`src/rtl/mdu_dispatch_pkg.sv`:
```
// Shared definitions for the multi-lane MDU dispatcher.
//   - RISC-V M-extension funct3 encodings
//   - result-register state encoding
//   - width helpers for lane indices and occupancy counters
package mdu_dispatch_pkg;

    localparam logic [2:0] F3_MUL    = 3'b000;
    localparam logic [2:0] F3_MULH   = 3'b001;
    localparam logic [2:0] F3_MULHSU = 3'b010;
    localparam logic [2:0] F3_MULHU  = 3'b011;
    localparam logic [2:0] F3_DIV    = 3'b100;
    localparam logic [2:0] F3_DIVU   = 3'b101;
    localparam logic [2:0] F3_REM    = 3'b110;
    localparam logic [2:0] F3_REMU   = 3'b111;

    typedef enum logic [1:0] {
        RES_EMPTY = 2'd0,
        RES_LOAD  = 2'd1,
        RES_HOLD  = 2'd2
    } res_state_e;

    // Index width for n items; never narrower than one bit.
    function automatic int lane_idx_w(input int n);
        return (n > 1) ? $clog2(n) : 1;
    endfunction

    // Width of a counter that must reach the value n inclusive.
    function automatic int occ_cnt_w(input int n);
        return $clog2(n + 1);
    endfunction

endpackage

```
`src/rtl/mdu_dispatch_unit_fifo.sv`:
```
// mdu_tag_fifo: small synchronous FIFO holding the lane index of every
// outstanding operation in issue order.
// Ports:
//   clk, rst_n        clock, asynchronous active-low reset
//   push_i, data_i    write a tag (ignored when full)
//   pop_i             drop the head tag (ignored when empty)
//   full_o, empty_o   occupancy flags
//   head_o            oldest stored tag
module mdu_tag_fifo
    import mdu_dispatch_pkg::*;
#(
    parameter int DEPTH = 4,
    parameter int WIDTH = 1
) (
    input  logic             clk,
    input  logic             rst_n,
    input  logic             push_i,
    input  logic [WIDTH-1:0] data_i,
    input  logic             pop_i,
    output logic             full_o,
    output logic             empty_o,
    output logic [WIDTH-1:0] head_o
);

    localparam int AW = lane_idx_w(DEPTH);
    localparam int CW = occ_cnt_w(DEPTH);

    logic [WIDTH-1:0] mem_q [DEPTH];
    logic [AW-1:0]    wr_ptr_q, rd_ptr_q;
    logic [CW-1:0]    count_q;
    logic             do_push, do_pop;

    function automatic logic [AW-1:0] ptr_inc(input logic [AW-1:0] p);
        return (p == AW'(DEPTH - 1)) ? '0 : p + 1'b1;
    endfunction

    assign full_o  = (count_q == CW'(DEPTH));
    assign empty_o = (count_q == '0);
    assign head_o  = mem_q[rd_ptr_q];
    assign do_push = push_i && !full_o;
    assign do_pop  = pop_i && !empty_o;

    // Storage carries no reset; only the pointers define validity.
    always_ff @(posedge clk) begin
        if (do_push) begin
            mem_q[wr_ptr_q] <= data_i;
        end
    end

    always_ff @(posedge clk or negedge rst_n) begin
        if (!rst_n) begin
            wr_ptr_q <= '0;
            rd_ptr_q <= '0;
            count_q  <= '0;
        end else begin
            if (do_push) wr_ptr_q <= ptr_inc(wr_ptr_q);
            if (do_pop)  rd_ptr_q <= ptr_inc(rd_ptr_q);
            case ({do_push, do_pop})
                2'b10:   count_q <= count_q + 1'b1;
                2'b01:   count_q <= count_q - 1'b1;
                default: count_q <= count_q;
            endcase
        end
    end

endmodule

```
`src/rtl/mdu_dispatch_unit.sv`:
```
// mdu_dispatch_unit: fans one core-side MDU interface out to NUM_LANES
// mdu_macro lanes. Ops go round-robin to free lanes, their lane index is
// queued in issue order, and results are returned to the core strictly in
// that order through a single result register.
// Ports:
//   core_*            core request/response handshake (start/busy, done/ack)
//   lane_start/ack    per-lane request and consume pulses
//   lane_funct3/operand_a/operand_b   per-lane operand registers
//   lane_busy         lane status, monitored only
//   lane_done/product/quotient/remainder   per-lane results
// Optional build macro: MDU_RESULT_CACHE_EN adds a one-entry cache of the
// last acknowledged op; a matching request on an idle unit is answered
// from the cache without dispatching a lane.
module mdu_dispatch_unit
    import mdu_dispatch_pkg::*;
#(
    parameter int NUM_LANES = 2,
    parameter int TAG_DEPTH = 4
) (
    input  logic                    clk,
    input  logic                    rst_n,
    input  logic                    core_start,
    input  logic [2:0]              core_funct3,
    input  logic [31:0]             core_operand_a,
    input  logic [31:0]             core_operand_b,
    output logic                    core_busy,
    output logic                    core_done,
    input  logic                    core_ack,
    output logic [63:0]             core_product,
    output logic [31:0]             core_quotient,
    output logic [31:0]             core_remainder,
    output logic [NUM_LANES-1:0]    lane_start,
    output logic [3*NUM_LANES-1:0]  lane_funct3,
    output logic [32*NUM_LANES-1:0] lane_operand_a,
    output logic [32*NUM_LANES-1:0] lane_operand_b,
    output logic [NUM_LANES-1:0]    lane_ack,
    input  logic [NUM_LANES-1:0]    lane_busy,
    input  logic [NUM_LANES-1:0]    lane_done,
    input  logic [64*NUM_LANES-1:0] lane_product,
    input  logic [32*NUM_LANES-1:0] lane_quotient,
    input  logic [32*NUM_LANES-1:0] lane_remainder
);

    localparam int LANE_W = lane_idx_w(NUM_LANES);

    res_state_e              state_q;
    logic                    done_q;
    logic [63:0]             product_q;
    logic [31:0]             quotient_q, remainder_q;
    logic [NUM_LANES-1:0]    pending_q, pending_d, lane_start_q;
    logic [LANE_W-1:0]       rr_ptr_q, rr_ptr_d, sel, head_tag;
    logic [3*NUM_LANES-1:0]  lane_funct3_q;
    logic [32*NUM_LANES-1:0] lane_a_q, lane_b_q;
    logic                    fifo_full, fifo_empty;
    logic                    accept, dispatch, pop, cache_hit, res_from_cache;
    logic                    found;
    int                      idx;

    // Lane status is informational only; selection uses the pending mask.
    logic unused_lane_busy;
    assign unused_lane_busy = ^lane_busy;

    assign core_busy      = (&pending_q) | fifo_full;
    assign accept         = core_start & ~core_busy;
    assign dispatch       = accept & ~cache_hit;
    assign pop            = (state_q == RES_HOLD) & core_ack & ~res_from_cache;
    assign core_done      = done_q;
    assign core_product   = product_q;
    assign core_quotient  = quotient_q;
    assign core_remainder = remainder_q;
    assign lane_start     = lane_start_q;
    assign lane_funct3    = lane_funct3_q;
    assign lane_operand_a = lane_a_q;
    assign lane_operand_b = lane_b_q;

    // First free lane at or after the round-robin pointer, wrapping.
    always_comb begin
        sel   = '0;
        found = 1'b0;
        idx   = 0;
        for (int k = 0; k < NUM_LANES; k++) begin
            idx = (int'(rr_ptr_q) + k) % NUM_LANES;
            if (!found && !pending_q[idx[LANE_W-1:0]]) begin
                found = 1'b1;
                sel   = idx[LANE_W-1:0];
            end
        end
    end

    // The consume pulse reaches the head lane in the same cycle as core_ack,
    // so the lane only becomes selectable again on the following cycle.
    always_comb begin
        lane_ack = '0;
        if (pop) lane_ack[head_tag] = 1'b1;
    end

    always_comb begin
        pending_d = pending_q & ~lane_ack;
        if (dispatch) pending_d[sel] = 1'b1;
        rr_ptr_d = rr_ptr_q;
        if (dispatch) rr_ptr_d = (sel == LANE_W'(NUM_LANES - 1)) ? '0 : sel + 1'b1;
    end

    always_ff @(posedge clk or negedge rst_n) begin
        if (!rst_n) begin
            pending_q     <= '0;
            rr_ptr_q      <= '0;
            lane_start_q  <= '0;
            lane_funct3_q <= '0;
            lane_a_q      <= '0;
            lane_b_q      <= '0;
        end else begin
            pending_q    <= pending_d;
            rr_ptr_q     <= rr_ptr_d;
            lane_start_q <= '0;
            if (dispatch) begin
                lane_start_q[sel]                 <= 1'b1;
                lane_funct3_q[3*int'(sel) +: 3]   <= core_funct3;
                lane_a_q[32*int'(sel) +: 32]      <= core_operand_a;
                lane_b_q[32*int'(sel) +: 32]      <= core_operand_b;
            end
        end
    end

    mdu_tag_fifo #(
        .DEPTH (TAG_DEPTH),
        .WIDTH (LANE_W)
    ) u_tag_fifo (
        .clk     (clk),
        .rst_n   (rst_n),
        .push_i  (dispatch),
        .data_i  (sel),
        .pop_i   (pop),
        .full_o  (fifo_full),
        .empty_o (fifo_empty),
        .head_o  (head_tag)
    );

`ifdef MDU_RESULT_CACHE_EN
    logic        cache_vld_q, from_cache_q;
    logic [2:0]  cache_f3_q;
    logic [31:0] cache_a_q, cache_b_q, cache_quot_q, cache_rem_q;
    logic [63:0] cache_prod_q;

    // Only an idle unit may answer from the cache, so ordering is preserved.
    assign cache_hit = cache_vld_q && fifo_empty && (state_q == RES_EMPTY)
                    && (core_funct3 == cache_f3_q)
                    && (core_operand_a == cache_a_q)
                    && (core_operand_b == cache_b_q);
    assign res_from_cache = from_cache_q;

    // The head lane's operand registers still hold the op being acked.
    always_ff @(posedge clk or negedge rst_n) begin
        if (!rst_n) begin
            cache_vld_q  <= 1'b0;
            cache_f3_q   <= '0;
            cache_a_q    <= '0;
            cache_b_q    <= '0;
            cache_prod_q <= '0;
            cache_quot_q <= '0;
            cache_rem_q  <= '0;
        end else if (pop) begin
            cache_vld_q  <= 1'b1;
            cache_f3_q   <= lane_funct3_q[3*int'(head_tag) +: 3];
            cache_a_q    <= lane_a_q[32*int'(head_tag) +: 32];
            cache_b_q    <= lane_b_q[32*int'(head_tag) +: 32];
            cache_prod_q <= product_q;
            cache_quot_q <= quotient_q;
            cache_rem_q  <= remainder_q;
        end
    end
`else
    assign cache_hit      = 1'b0;
    assign res_from_cache = 1'b0;
`endif

    // Result register: EMPTY captures the head result, LOAD raises
    // core_done, HOLD waits for the core to consume it.
    always_ff @(posedge clk or negedge rst_n) begin
        if (!rst_n) begin
            state_q     <= RES_EMPTY;
            done_q      <= 1'b0;
            product_q   <= '0;
            quotient_q  <= '0;
            remainder_q <= '0;
`ifdef MDU_RESULT_CACHE_EN
            from_cache_q <= 1'b0;
`endif
        end else begin
            case (state_q)
                RES_EMPTY: begin
`ifdef MDU_RESULT_CACHE_EN
                    if (accept && cache_hit) begin
                        product_q    <= cache_prod_q;
                        quotient_q   <= cache_quot_q;
                        remainder_q  <= cache_rem_q;
                        from_cache_q <= 1'b1;
                        state_q      <= RES_LOAD;
                    end else
`endif
                    if (!fifo_empty && lane_done[head_tag]) begin
                        product_q   <= lane_product[64*int'(head_tag) +: 64];
                        quotient_q  <= lane_quotient[32*int'(head_tag) +: 32];
                        remainder_q <= lane_remainder[32*int'(head_tag) +: 32];
`ifdef MDU_RESULT_CACHE_EN
                        from_cache_q <= 1'b0;
`endif
                        state_q     <= RES_LOAD;
                    end
                end
                RES_LOAD: begin
                    state_q <= RES_HOLD;
                    done_q  <= 1'b1;
                end
                RES_HOLD: begin
                    if (core_ack) begin
                        state_q <= RES_EMPTY;
                        done_q  <= 1'b0;
                    end
                end
                default: state_q <= RES_EMPTY;
            endcase
        end
    end

endmodule

```
`config.mk`:
```
export PLATFORM = sky130hd
export DESIGN_NAME = mdu_dispatch_unit
export DESIGN_NICKNAME = d
export VERILOG_FILES = /design/src/rtl/mdu_dispatch_pkg.sv /design/src/rtl/mdu_dispatch_unit_fifo.sv /design/src/rtl/mdu_dispatch_unit.sv
export SDC_FILE = /design/constraint.sdc
export NUM_CORES = 1
export LEC_CHECK = 0
export CORE_AREA = 2 2 232 234
export DETAILED_ROUTE_END_ITERATION = 6
export DIE_AREA = 0 0 234 236
export HOLD_SLACK_MARGIN = 0.06
export PLACE_DENSITY = 0.51
export REMOVE_ABC_BUFFERS = 1
export SKIP_CTS_REPAIR_TIMING = 1
export SLEW_MARGIN = 20
export SYNTH_ARGS = -nofsm -noshare
export SYNTH_HDL_FRONTEND = slang
export SYNTH_SLANG_ARGS = --single-unit
```
`constraint.sdc`:
```
create_clock -name clk -period 3 [get_ports clk]
set_clock_uncertainty 0.1 [all_clocks]
set_input_delay 0.6 -clock clk [delete_from_list [all_inputs] [get_ports clk]]
set_output_delay 0.6 -clock clk [all_outputs]
set_load 0.02 [all_outputs]
```
==> results.sh, run 1 <==
export IMPL_outcome="finished clean"
export IMPL_path_delay_family="multiplexers"
export IMPL_first_global_vias=9601
export IMPL_r2r_slack_ns=0.26
export IMPL_dr_pass1_iters=4
export IMPL_max_freq_mhz=365.0
export IMPL_fin_crit_sh_pct=91.32
export IMPL_finalPower_mw=24.37
export IMPL_wirelength_um=41880
export IMPL_rows=85
export IMPL_drive_above_1_share_pct=33.99
export IMPL_netlist_top_cells_area="dfrtp_1 (55%), mux2_2 (25%), mux2_4 (13%)"
export IMPL_yosysTopAreaCell="dfrtp_1"
export IMPL_p_per_area_nw_per_um2=1176
export IMPL_top_usage_layer="met2"
export IMPL_h_tree_depth=2
export IMPL_post_route_drc_count=0
export IMPL_async_flop_share_pct=98.58
export IMPL_syn_inst=771
export IMPL_place_gp_congestion=0.8188
export IMPL_ys_types=33
export IMPL_path_cells="mux4_4 -> buf_4 -> buf_4 -> mux2_2 -> mux2_2"
export IMPL_ant_nets=0
export IMPL_hold_path_class="reg2reg"
export IMPL_die_area_um2=55220
export IMPL_relSlewSlack_pct=37.57
export IMPL_root_buffer="clkbuf_16"
export IMPL_tns_ns=0
export IMPL_place_hpwl_um=32300
export IMPL_cts_tree="done"
export IMPL_slowest_stage="buf_4"
export IMPL_ys_seq_elements=281
export IMPL_multi_input_area_um2=5221
export IMPL_grt_overflow_total=0
export IMPL_cap_violations=0
export IMPL_cts_sinks=281
export IMPL_startpoint_type="register"
export IMPL_worstPathArrival_ns=3.04
export IMPL_synth_area_per_cell_um2=16.33
export IMPL_timing_hold_ws_ns=0.3903
export IMPL_setup_viol=0
export IMPL_seqCellArea_um2=7053
export IMPL_clk_latency_ns=0.52
export IMPL_cts_clk_slew_worst_paths_ns=0.06
export IMPL_die_h_um=236
export IMPL_use_met1_pct=16.58
export IMPL_endpoint_kind="register"
export IMPL_ir_drop_mv=0.4904
export IMPL_grt_first_pass_wirelength_um=61530
export IMPL_hold_violations=0
export IMPL_grt_max_degree=69
export IMPL_instances_no_fill=2118
export IMPL_drt_iter0_drc=223
export IMPL_antenna_found_initial=4
export IMPL_core_area_um2=53070
export IMPL_synth_main_ff_cell="dfrtp_1"
export IMPL_synth_edff_count=4
export IMPL_place_area_um2=19530
export IMPL_grt_setup_unrepaired="no"
export IMPL_wl_per_cell_um=19.77
export IMPL_numCtsBuffers=35
export IMPL_path_buf_inv=2
export IMPL_start_util_pct=23.72
export IMPL_required_ns=3.30
export IMPL_io_buffers=596
export IMPL_clock_path_buffers=3
export IMPL_track_usage_pct=14.90
export IMPL_area_delta_synth_final_pct=64.61
export IMPL_worstMarginPinSlew_ns=0.9365
export IMPL_gr_usage_met2_pct=26.89
export IMPL_p_leak_nw=8.547
export IMPL_dp_cells=2051
export IMPL_met3_usage_pct=3.941
export IMPL_synth_area_um2=12590
export IMPL_dr_total_vias=8650
export IMPL_yosysWarnings=0
export IMPL_max_stage_delay_ns=0.66
export IMPL_ys_seq_area_share_pct=56.01
export IMPL_io_pin_count=599
export IMPL_final_cell_area_um2=20720
export IMPL_path_max_fanout=68
export IMPL_synth_top_area_share_pct=55.06
export IMPL_fin_nets=1733
export IMPL_final_max_slew_viol_count=0
export IMPL_dieWidth_um=234
export IMPL_critPathKind="reg2reg"
export IMPL_via_per_inst=4.084
export IMPL_min_period_ns=2.740
export IMPL_num_fill_cells=5071
-- cell usage after synthesis, drive strengths merged, types with 3 or more instances --
| library cell | count |
|---|---|
| mux2i | 3 |
| inv | 9 |
| edfxtp | 4 |
| dfrtp | 277 |
| o21ai | 4 |
| clkbuf | 4 |
| and2 | 4 |
| mux2 | 392 |
| nor2 | 10 |
| buf | 39 |
| ha | 6 |
-- state kept, by name, summed over array words and instances, names as in the netlist --
| signal | count |
|---|---|
| core_product | 64 |
| lane_operand_a | 64 |
| lane_operand_b | 64 |
| core_quotient | 32 |
| core_remainder | 32 |
| lane_funct3 | 6 |
| u_tag_fifo.mem_q | 4 |
| u_tag_fifo.count_q | 3 |
| lane_start | 2 |
| pending_q | 2 |
| state_q | 2 |
| u_tag_fifo.rd_ptr_q | 2 |
| u_tag_fifo.wr_ptr_q | 2 |
| core_done | 1 |
| rr_ptr_q | 1 |
-- where the power goes --
part / leakage, nW / switching, mW / internal [mW] / total (mW)
Combinational: 4.67 / 5.94 / 7.40 / 13.3
Sequential: 3.31 / 1.07 / 5.78 / 6.85
Clock: 0.570 / 1.62 / 2.56 / 4.18
-- worst register-to-register path, stage by stage (launching register included) --
cell	delay, ns
dfrtp_2	0.43
mux4_4	0.46
buf_4	0.15
buf_4	0.66
mux2_2	0.55
mux2_2	0.28
-- per-stage QoR --
step / setup WS, ns / utilization (%)
5_1_grt: 0.1113 / 39.05
6_report: 0.2604 / 39.05
3_5_place_dp: 0.03034 / 36.80
4_1_cts: -0.2537 / 38.97
2_1_floorplan: -6.426 / -
3_3_place_gp: 0.03835 / 36.80
-- per-layer routing --
| layer | share of wire (%) | vias up | wire length (µm) |
|---|---|---|---|
| li1 | - | 4020 | - |
| met1 | 38 | 4302 | 15890 |
| met2 | 53 | 272 | 22130 |
| met3 | 6.5 | 56 | 2717 |
| met4 | 2.7 | 0 | 1141 |
| met5 | 0 | - | 0 |
-- cell type report --
cell class	count	area share, %
tap	696	4.202
antenna	4	0.04830
timing repair buffer	630	30.80
multi-input combinational	438	25.19
clock inverter	7	0.3623
sequential	281	34.03
clock buffer	53	5.192
inverter	9	0.1630
-- cells by family after synthesis --
kind of cell / count (synthesis) / share of synthesized area [%]
muxes: 396 / 38.76
DFF: 281 / 56.01
buffers and inverters: 52 / 2.624
and+or+nand+nor: 23 / 1.063
AOI/OAI and AO/OA: 9 / 0.5765
adders and majority gates: 7 / 0.7553
xor gates and xnor gates: 3 / 0.2087
-- placed cells by master (no fill, tap or decap), types with 2 or more instances in the layout --
cell type,count
clkdlybuf4s50_1,593
mux2_2,278
dfrtp_1,276
mux2_4,109
clkbuf_16,37
buf_4,21
buf_12,12
inv_1,9
nor2_1,9
clkbuf_8,9
clkbuf_1,7
ha_1,6
mux2_1,5
diode_2,4
o21ai_0,4
and2_1,4
clkinv_2,4
edfxtp_1,4
nand2_1,2
mux2i_1,2
xor2_1,2
a21oi_1,2
dlymetal6s2s_1,2
-- path summary, 6_finish.rpt --
| path | cells after the start | endpoint | start |
|---|---|---|---|
| max reg2reg | 5 | core_remainder[15] | u_tag_fifo.rd_ptr_q[0] |
| max in group asynchronous | 3 | lane_operand_b[10] | rst_n |
| min | 1 | lane_operand_a[63] | lane_operand_a[63] |
| min reg2reg | 1 | lane_operand_a[63] | lane_operand_a[63] |
| max | 5 | core_remainder[15] | u_tag_fifo.rd_ptr_q[0] |
| min in group asynchronous | 2 | lane_operand_a[42] | rst_n |
Note: power is estimated with default switching activity, not from simulation.
==> run 2: changes to the inputs <==
- CORE_AREA: 2 2 232 234 -> 2 2 235 237
- DIE_AREA: 0 0 234 236 -> 0 0 237 239
- HOLD_SLACK_MARGIN: 0.06 -> 0.05
- PLACE_DENSITY: 0.51 -> 0.5
- TNS_END_PERCENT: unset -> 10
- clock period: 3 -> 3.3 ns (I/O delays scaled with it)
==> run 2 against run 1 <==
Net effect:
- final cell count about the same
- worst hold slack improved by 0.00055 ns
- register-to-register slack improved by 0.19 ns
- sequential share of layout area increased by 0.070 points
- non-clock buffer count decreased by 9
- sequential cell count unchanged
- global-route usage increased by 0.087 points
- utilization decreased by 1.0 points
- critical path type is now reg2out
- highest routed layer is now met5
==> results.sh, run 2 (synthesis results as in run 1) <==
export IMPL_outcome="finished clean"
export IMPL_grt_setup_unrepaired="no"
export IMPL_final_cell_area_um2=20680
export IMPL_cts_clk_slew_worst_paths_ns=0.06
export IMPL_place_gp_congestion=0.8277
export IMPL_hold_path_class="reg2reg"
export IMPL_clock_path_buffers=3
export IMPL_worstPathArrival_ns=2.13
export IMPL_numCtsBuffers=35
export IMPL_clk_latency_ns=0.52
export IMPL_startpoint_type="register"
export IMPL_hold_violations=0
export IMPL_p_leak_nw=8.507
export IMPL_cts_tree="done"
export IMPL_io_buffers=596
export IMPL_place_hpwl_um=33400
export IMPL_area_delta_synth_final_pct=64.24
export IMPL_p_per_area_nw_per_um2=1079
export IMPL_dr_pass1_iters=4
export IMPL_antenna_found_initial=3
export IMPL_ant_nets=0
export IMPL_fin_nets=1724
export IMPL_cts_sinks=281
export IMPL_final_max_slew_viol_count=0
export IMPL_wirelength_um=43550
export IMPL_path_max_fanout=10
export IMPL_ir_drop_mv=0.5348
export IMPL_dr_total_vias=8613
export IMPL_start_util_pct=23.17
export IMPL_dieWidth_um=237
export IMPL_rows=86
export IMPL_max_freq_mhz=345.9
export IMPL_io_pin_count=599
export IMPL_core_area_um2=54340
export IMPL_final_cell_mix="clkdlybuf4s50_1 (593), mux2_2 (278), dfrtp_1 (277), mux2_4 (109), clkbuf_16 (36)"
export IMPL_p_sw_share_pct=35.63
export IMPL_cap_violations=0
export IMPL_wl_per_cell_um=20.57
export IMPL_p_switching_mw=7.953
export IMPL_min_period_ns=2.891
export IMPL_post_route_drc_count=0
export IMPL_worstMarginPinSlew_ns=0.6433
export IMPL_first_global_vias=9534
export IMPL_h_tree_depth=2
export IMPL_fin_crit_sh_pct=87.60
export IMPL_root_buffer="clkbuf_16"
export IMPL_track_usage_pct=14.99
export IMPL_grt_first_pass_wirelength_um=63070
export IMPL_required_ns=2.54
export IMPL_seq_power_share_pct=27.8
export IMPL_timing_hold_ws_ns=0.3909
export IMPL_grt_max_degree=76
export IMPL_comb_power_share_pct=54.4
export IMPL_die_h_um=239
export IMPL_endpoint_kind="output pin"
export IMPL_place_area_um2=19480
export IMPL_pwr_share_clk_pct=17.8
export IMPL_setup_viol=0
export IMPL_die_area_um2=56640
export IMPL_via_per_inst=4.068
export IMPL_tns_ns=0
export IMPL_drive_above_1_share_pct=33.31
export IMPL_drt_iter0_drc=208
export IMPL_p_int_mw=14.37
export IMPL_final_common_cell="clkdlybuf4s50_1"
export IMPL_grt_overflow_total=0
export IMPL_relSlewSlack_pct=57.11
export IMPL_critPathKind="reg2out"
-- run 2: critical path, stage by stage (launching register included) --
cell and delay [ns]:
dfrtp_1 0.40, mux4_4 0.79, nor2b_1 0.21, dlymetal6s2s_1 0.21
-- run 2: power groups by stage --
stage	clock (mW)	combinational, mW	sequential (mW)
global placement	0	12.3	6.19
finish	3.97	12.1	6.21
detailed placement	0	12.3	6.25
floorplan	0	4.76	8.23
CTS	4.14	12.4	6.23
global route	4.25	12.8	6.45
-- run 2: area by class of cell --
type	instances	area, µm²
Fill cell	5144	33660
Tap cell	704	880.8
Clock inverter	9	156.4
Inverter	9	33.78
Multi-Input combinational cell	438	5221
Sequential cell	281	7052
Antenna cell	2	5.005
Timing Repair Buffer	621	6304
Clock buffer	53	1025
-- run 2: routing by layer --
layer	vias to the layer above	wire (µm)	GRT usage (%)	share of wire, %
met5	-	12	0	0.028
met3	61	3366	5.173	7.7
met1	4265	16560	16.67	38
met4	2	1170	4.833	2.7
li1	3996	-	-	-
met2	289	22440	26.78	52
-- run 2: worst paths after layout --
check,startpoint,to,slack (ns),cells past startpoint
setup / recovery,u_tag_fifo.rd_ptr_q[0],lane_ack[1],0.41,3
hold / removal,lane_operand_b[63],lane_operand_b[63],0.39,1
setup reg to reg,u_tag_fifo.rd_ptr_q[0],core_remainder[31],0.45,6
hold reg to reg,lane_operand_b[63],lane_operand_b[63],0.39,1
max in group asynchronous,rst_n,core_remainder[22],1.81,3
min in group asynchronous,rst_n,lane_operand_b[8],0.49,2
-- run 2: stage by stage --
| stage | setup WS [ns] | power (mW) | util [%] | instances |
|---|---|---|---|---|
| global route | 0.3007 | 23.48 | 38.05 | 2116 |
| detailed placement | 0.1569 | 18.56 | 35.84 | 2052 |
| floorplan | -6.126 | 13.00 | - | 728 |
| finish | 0.4092 | 22.32 | 38.05 | 2117 |
| CTS | -0.04795 | 22.74 | 38.02 | 2114 |
| global placement | 0.1756 | 18.51 | 35.84 | 2052 |
